`src/rtl/ex_mem_req.sv`:
```
// EX-stage memory-request issuer: latches ID load/store ops, runs the data-SRAM req/addr_ok handshake
// and swallows data_ok of flush-orphaned requests. Optional misaligned-access check: EX_ALE_CHECK_EN.
module ex_mem_req (
  input  logic        clk,
  input  logic        resetn,
  input  logic        id_to_ex_valid,
  output logic        ex_allowin,
  input  logic [31:0] id_pc,
  input  logic        id_op_ld,
  input  logic        id_op_st,
  input  logic [1:0]  id_size,
  input  logic        id_ld_unsigned,
  input  logic [31:0] id_base,
  input  logic [31:0] id_offset,
  input  logic [31:0] id_st_data,
  input  logic        id_rf_we,
  input  logic [4:0]  id_rf_waddr,
  input  logic        id_excep_en,
  input  logic        mem_allowin,
  output logic        ex_to_mem_valid,
  output logic [31:0] ex_pc,
  output logic [31:0] ex_addr,
  output logic [1:0]  ex_size,
  output logic        ex_ld_unsigned,
  output logic        ex_res_from_mem,
  output logic        ex_rf_we,
  output logic [4:0]  ex_rf_waddr,
  output logic        ex_sram_requed,
  output logic        ex_excep_en,
  output logic [5:0]  ex_ecode,
  output logic [31:0] ex_badv,
  input  logic        mem_cancel,
  input  logic        mem_req_pending,
  input  logic        flush,
  output logic        data_sram_req,
  output logic        data_sram_wr,
  output logic [1:0]  data_sram_size,
  output logic [31:0] data_sram_addr,
  output logic [3:0]  data_sram_wstrb,
  output logic [31:0] data_sram_wdata,
  input  logic        data_sram_addr_ok,
  input  logic        data_sram_data_ok,
  output logic        mem_data_ok
);

  localparam int unsigned CNT_W = 2;
  localparam int unsigned SUM_W = CNT_W + 1;
  localparam logic [CNT_W-1:0] CNT_MAX = '1;

  typedef enum logic [1:0] {
    S_IDLE  = 2'd0,
    S_REQ   = 2'd1,
    S_REQ_F = 2'd2,
    S_DONE  = 2'd3
  } state_t;

  state_t state, state_nxt;

  logic             ex_valid;
  logic             op_st;
  logic             excep_in;
  logic [31:0]      st_data;
  logic [CNT_W-1:0] discard_cnt, discard_nxt;
  logic [SUM_W-1:0] discard_sum;

  logic need_req, start, sram_acc, ready_go, handoff;
  logic orphan_done, discard_dec;

  // Op latch: datapath fields advance whenever EX accepts from ID
  always_ff @(posedge clk) begin
    if (!resetn) begin
      ex_pc           <= '0;
      ex_addr         <= '0;
      ex_size         <= '0;
      ex_ld_unsigned  <= 1'b0;
      ex_res_from_mem <= 1'b0;
      op_st           <= 1'b0;
      st_data         <= '0;
      ex_rf_we        <= 1'b0;
      ex_rf_waddr     <= '0;
      excep_in        <= 1'b0;
    end else if (id_to_ex_valid && ex_allowin) begin
      ex_pc           <= id_pc;
      ex_addr         <= id_base + id_offset;
      ex_size         <= id_size;
      ex_ld_unsigned  <= id_ld_unsigned;
      ex_res_from_mem <= id_op_ld;
      op_st           <= id_op_st;
      st_data         <= id_st_data;
      ex_rf_we        <= id_rf_we;
      ex_rf_waddr     <= id_rf_waddr;
      excep_in        <= id_excep_en;
    end
  end

  always_ff @(posedge clk) begin
    if (!resetn)         ex_valid <= 1'b0;
    else if (flush)      ex_valid <= 1'b0;
    else if (ex_allowin) ex_valid <= id_to_ex_valid;
  end

`ifdef EX_ALE_CHECK_EN
  localparam logic [5:0] ECODE_ALE = 6'h09;
  logic misalign, ale;
  assign misalign = ((ex_size == 2'd1) && ex_addr[0]) ||
                    ((ex_size == 2'd2) && (ex_addr[1:0] != 2'b00));
  assign ale         = (ex_res_from_mem | op_st) & misalign & ~excep_in;
  assign ex_excep_en = excep_in | ale;
  assign ex_ecode    = ale ? ECODE_ALE : 6'h00;
  assign ex_badv     = ale ? ex_addr : 32'h0;
`else
  assign ex_excep_en = excep_in;
  assign ex_ecode    = 6'h00;
  assign ex_badv     = 32'h0;
`endif

  // Request payload comes straight from the latched op, so it is stable while req is held
  always_comb begin
    data_sram_wdata = st_data;
    data_sram_wstrb = 4'b0000;
    case (ex_size)
      2'd0:    data_sram_wdata = {4{st_data[7:0]}};
      2'd1:    data_sram_wdata = {2{st_data[15:0]}};
      default: data_sram_wdata = st_data;
    endcase
    if (op_st) begin
      case (ex_size)
        2'd0:    data_sram_wstrb = 4'b0001 << ex_addr[1:0];
        2'd1:    data_sram_wstrb = 4'b0011 << {ex_addr[1], 1'b0};
        default: data_sram_wstrb = 4'b1111;
      endcase
    end
  end

  assign data_sram_wr   = op_st;
  assign data_sram_size = ex_size;
  assign data_sram_addr = ex_addr;

  assign need_req      = ex_valid & (ex_res_from_mem | op_st) & ~ex_excep_en;
  assign start         = need_req & (state == S_IDLE) & ~mem_cancel & ~flush &
                         (discard_cnt == '0);
  assign data_sram_req = start | (state == S_REQ) | (state == S_REQ_F);
  assign sram_acc      = data_sram_req & data_sram_addr_ok;

  assign ready_go        = ~need_req | (mem_cancel & (state == S_IDLE)) |
                           (state == S_DONE) | sram_acc;
  assign ex_allowin      = resetn & (state != S_REQ_F) & (~ex_valid | (ready_go & mem_allowin));
  assign ex_to_mem_valid = ex_valid & ready_go & ~flush;
  assign handoff         = ex_to_mem_valid & mem_allowin;
  assign ex_sram_requed  = ex_valid & ((state == S_DONE) | sram_acc);

  always_ff @(posedge clk) begin
    if (!resetn) state <= S_IDLE;
    else         state <= state_nxt;
  end

  always_comb begin
    state_nxt = state;
    case (state)
      S_IDLE: begin
        if (start) begin
          if (!data_sram_addr_ok) state_nxt = S_REQ;
          else if (!handoff)      state_nxt = S_DONE;
        end
      end
      S_REQ: begin
        if (data_sram_addr_ok) state_nxt = (handoff || flush) ? S_IDLE : S_DONE;
        else if (flush)        state_nxt = S_REQ_F;
      end
      S_REQ_F: begin
        if (data_sram_addr_ok) state_nxt = S_IDLE;
      end
      S_DONE: begin
        if (handoff || flush) state_nxt = S_IDLE;
      end
      default: state_nxt = S_IDLE;
    endcase
  end

  // Each orphaned request (including MEM's pending one at flush) costs one swallowed data_ok
  assign orphan_done = (flush & ((state == S_DONE) | ((state == S_REQ) & data_sram_addr_ok))) |
                       ((state == S_REQ_F) & data_sram_addr_ok);
  assign discard_dec = data_sram_data_ok & (discard_cnt != '0);

  always_comb begin
    discard_sum = SUM_W'(discard_cnt) + SUM_W'(flush & mem_req_pending) +
                  SUM_W'(orphan_done) - SUM_W'(discard_dec);
    discard_nxt = (discard_sum > SUM_W'(CNT_MAX)) ? CNT_MAX : discard_sum[CNT_W-1:0];
  end

  always_ff @(posedge clk) begin
    if (!resetn) discard_cnt <= '0;
    else         discard_cnt <= discard_nxt;
  end

  assign mem_data_ok = resetn & data_sram_data_ok & (discard_cnt == '0);

endmodule

```
`config.mk`:
```
export PLATFORM = sky130hd
export DESIGN_NAME = ex_mem_req
export DESIGN_NICKNAME = d
export VERILOG_FILES = /design/src/rtl/ex_mem_req.sv
export SDC_FILE = /design/constraint.sdc
export NUM_CORES = 1
export LEC_CHECK = 0
export ABC_AREA = 1
export BUFFER_PORTS_ARGS = -buffer_cell sky130_fd_sc_hd__buf_4
export CAP_MARGIN = 20
export CORE_AREA = 2 2 133 135
export DETAILED_ROUTE_END_ITERATION = 7
export DIE_AREA = 0 0 135 137
export GPL_TIMING_DRIVEN = 0
export PLACE_DENSITY_LB_ADDON = 0.1
export SYNTH_ARGS = -nofsm -noshare
export SYNTH_HDL_FRONTEND = slang
export SYNTH_SLANG_ARGS = --single-unit
export TNS_END_PERCENT = 50
```
`constraint.sdc`:
```
create_clock -name clk -period 4.41 [get_ports clk]
set_input_delay 0.441 -clock clk [delete_from_list [all_inputs] [get_ports clk]]
set_output_delay 0.441 -clock clk [all_outputs]
set_load 0.005 [all_outputs]
```
==> results.toml <==
[run_status]
status = "finished, final reports clean"

[final_layout]
fin_nets = 1539
syn_to_final_growth_pct = 47.14
most-common-layout-cells = "buf_4 (386), nand2_1 (225), a21oi_1 (157)"
fin_area_um2 = 10190
diodes = 0
mostFrequentLayoutCell = "buf_4"
final_layout_size_suffix_gt1_share_pct = 31.94

[power]
leakagePower_nw = 5.026
seqPwrFrac_pct = 31.4
combPwrFrac_pct = 33.0
pwr-share-clk_pct = 35.6
power_density_nw_per_um2 = 391.0
p_sw_mw = 1.299
power_mw = 3.984
switching_share_pct = 32.61
power.internal_mw = 2.685
vdd_drop_max_mv = 0.2718

[timing]
rsz0062_at_grt = "false"
hold_violations = 0
hold_slack_ns = 0.2497
tightest_slew_ns = 0.6451
clock_skew_ns = 0.006870
fmax_mhz = 365.6
layout_min_cycle_time_ns = 2.735
relSlewSlack_pct = 56.54
tns_ns = 0
slew_violations = 0
period_share_pct = 62.02
finalSetupViolCount = 0

[global_route]
grt_pass1_wl_um = 36180
grt_pass1_vias = 7204
antenna_found_initial = 0
grtUsageTotal_pct = 24.95
grt_max_degree = 17
grt-ovfl-total = 0

[die]
num_rows = 48
start_util_pct = 40.60
core_um2 = 17060
fp.dieW_um = 135
die_area_um2 = 18500
io_pins = 338
fp.dieH_um = 137

[worst_setup_path]
end_kind = "output pin"
path_class = "reg -> out"
worstPathArrival_ns = 2.29
worstPathMaxFanout = 10
reg2reg_depth = 11
cp.required_ns = 3.97
startpoint_type = "register"

[clocking]
htree_levels = 4
cts_buffers = 17
clockRootBuffer = "clkbuf_16"
cts-resized-gates = 0
cts_setup_buffers = 0
worst_skew_pair.late_latency_ns = 0.42
cts_tree = "yes"
cts_buffer_depth = 2
clock-sinks = 113
cts_hold_buffers = 0
cts.reportedPaths.clkPinSlew_ns = 0.06

[placement]
place_area_um2 = 9583
dp_hpwl_um = 19100
port_buffers = 298
gp_congestion = 0.9384

[logic_synthesis]
syn_avg_cell_area_um2 = 6.918
synth_area_um2 = 6925
synth-seq-cells = 113
synthTopCellsByArea = "dfxtp_1 (33%), nand2_1 (12%), a21oi_1 (11%)"
syn_inst = 1001
netlist.area_leader.share_pct = 32.66
synth_area_leader_cell = "dfxtp_1"
synth.distinct_cells = 34
yosysWarnings = 0
synth_seq_area_share_pct = 32.66

[hold_path]
hold_path.class = "in -> reg"
holdPathStages = 2

[routing]
firstDrtPassIters = 5
drtIter0Drc = 426
wl_um = 23650
post_drt_wl_per_cell_um = 14.84
ant_nets = 0
drc_errors = 0
vias = 7744
viasPerCell = 4.861

[flow_run]
cap_viol_max_count = 0
[critical path: stages, from the launching register on]
cell	delay [ns]
dfxtp_1	0.32
clkbuf_1	0.23
nor2_1	0.53
clkbuf_1	0.37
nand2_1	0.14
o21ai_0	0.13
buf_4	0.16
[power by group through the flow]
| stage | registers (mW) | logic, mW | clock network [mW] |
|---|---|---|---|
| final | 1.25 | 1.32 | 1.42 |
| after global routing | 1.26 | 1.47 | 1.49 |
| after CTS | 1.25 | 1.32 | 1.44 |
| after detailed placement | 1.27 | 1.31 | 0 |
| after global placement | 1.27 | 1.30 | 0 |
| after floorplan | 1.25 | 0.741 | 0 |
[state kept, by name (all words and copies together) (netlist names)]
| register | count |
|---|---|
| data_sram_addr | 32 |
| data_sram_size | 2 |
| data_sram_wr | 1 |
| discard_cnt | 2 |
| ex_excep_en | 1 |
| ex_ld_unsigned | 1 |
| ex_pc | 32 |
| ex_res_from_mem | 1 |
| ex_rf_waddr | 5 |
| ex_rf_we | 1 |
| ex_valid | 1 |
| st_data | 32 |
| state | 2 |
[routing by layer]
layer / vias to the layer above / share of wire, % / global-route usage, %
li1: 3907 / - / -
met1: 3479 / 42 / 30.78
met2: 321 / 47 / 41.60
met3: 37 / 7.8 / 5.852
met4: 0 / 2.8 / 10.94
met5: - / 0 / 0
[final cells by class]
type	count	area [um2]
fillers	1711	6867
multi-input cells	712	3654
flip-flops and latches	113	2262
repair buffers	298	2237
plain buffers	119	795.8
clock buffers	18	429.2
inverters	94	352.8
well taps	225	281.5
clock inverters	14	177.7
[cells by family after synthesis]
family / after synthesis / share of synthesized area (%)
buf+inv: 213 / 16.59
xor+xnor: 21 / 2.656
fa+ha+maj: 35 / 6.649
other cells: 1 / 0.05415
simple gates: 334 / 19.58
flops: 113 / 32.66
compound gates: 284 / 21.81
[synthesized netlist by cell type]
| cell type | instances |
|---|---|
| nor3_1 | 6 |
| fa_1 | 3 |
| o21bai_1 | 4 |
| clkbuf_1 | 20 |
| nor2_2 | 1 |
| o21bai_2 | 1 |
| xor2_1 | 4 |
| nand3_1 | 31 |
| nand2_2 | 3 |
| a21oi_1 | 157 |
| nor2_1 | 54 |
| buf_6 | 1 |
| o211ai_1 | 2 |
| o221ai_1 | 8 |
| a21boi_0 | 3 |
| nand2_1 | 225 |
| ha_1 | 32 |
| a21o_1 | 6 |
| buf_2 | 9 |
| nor4_1 | 3 |
| dfxtp_1 | 113 |
| o21ai_0 | 77 |
| o21ai_1 | 20 |
| buf_4 | 88 |
| a211oi_1 | 2 |
| o21a_1 | 4 |
| conb_1 | 1 |
| inv_1 | 90 |
| nand4_1 | 9 |
| buf_1 | 1 |
| inv_2 | 4 |
| nand2b_1 | 1 |
| nand3_4 | 1 |
| xnor2_1 | 17 |
[stage by stage]
step / setup WS, ns / std cells / utilization (%)
floorplan: 2.122 / 1038 / -
global placement: 1.705 / 1561 / 56.18
detailed placement: 1.687 / 1561 / 56.18
CTS: 1.684 / 1593 / 59.74
global route: 1.554 / 1593 / 59.74
finish: 1.675 / 1593 / 59.74
[worst paths after layout]
kind | startpoint | endpoint | slack (ns)
setup / recovery | data_sram_size[1]$_SDFFE_PN0P_ | data_sram_wdata[9] | 1.67
hold / removal | flush | ex_valid$_SDFFE_PP0N_ | 0.25
setup reg to reg | state[0]$_SDFFE_PN0P_ | discard_cnt[1]$_SDFF_PN0_ | 1.95
hold reg to reg | st_data[27]$_SDFFE_PN0P_ | st_data[27]$_SDFFE_PN0P_ | 0.46
No activity file was read; power rests on OpenSTA's default activity.
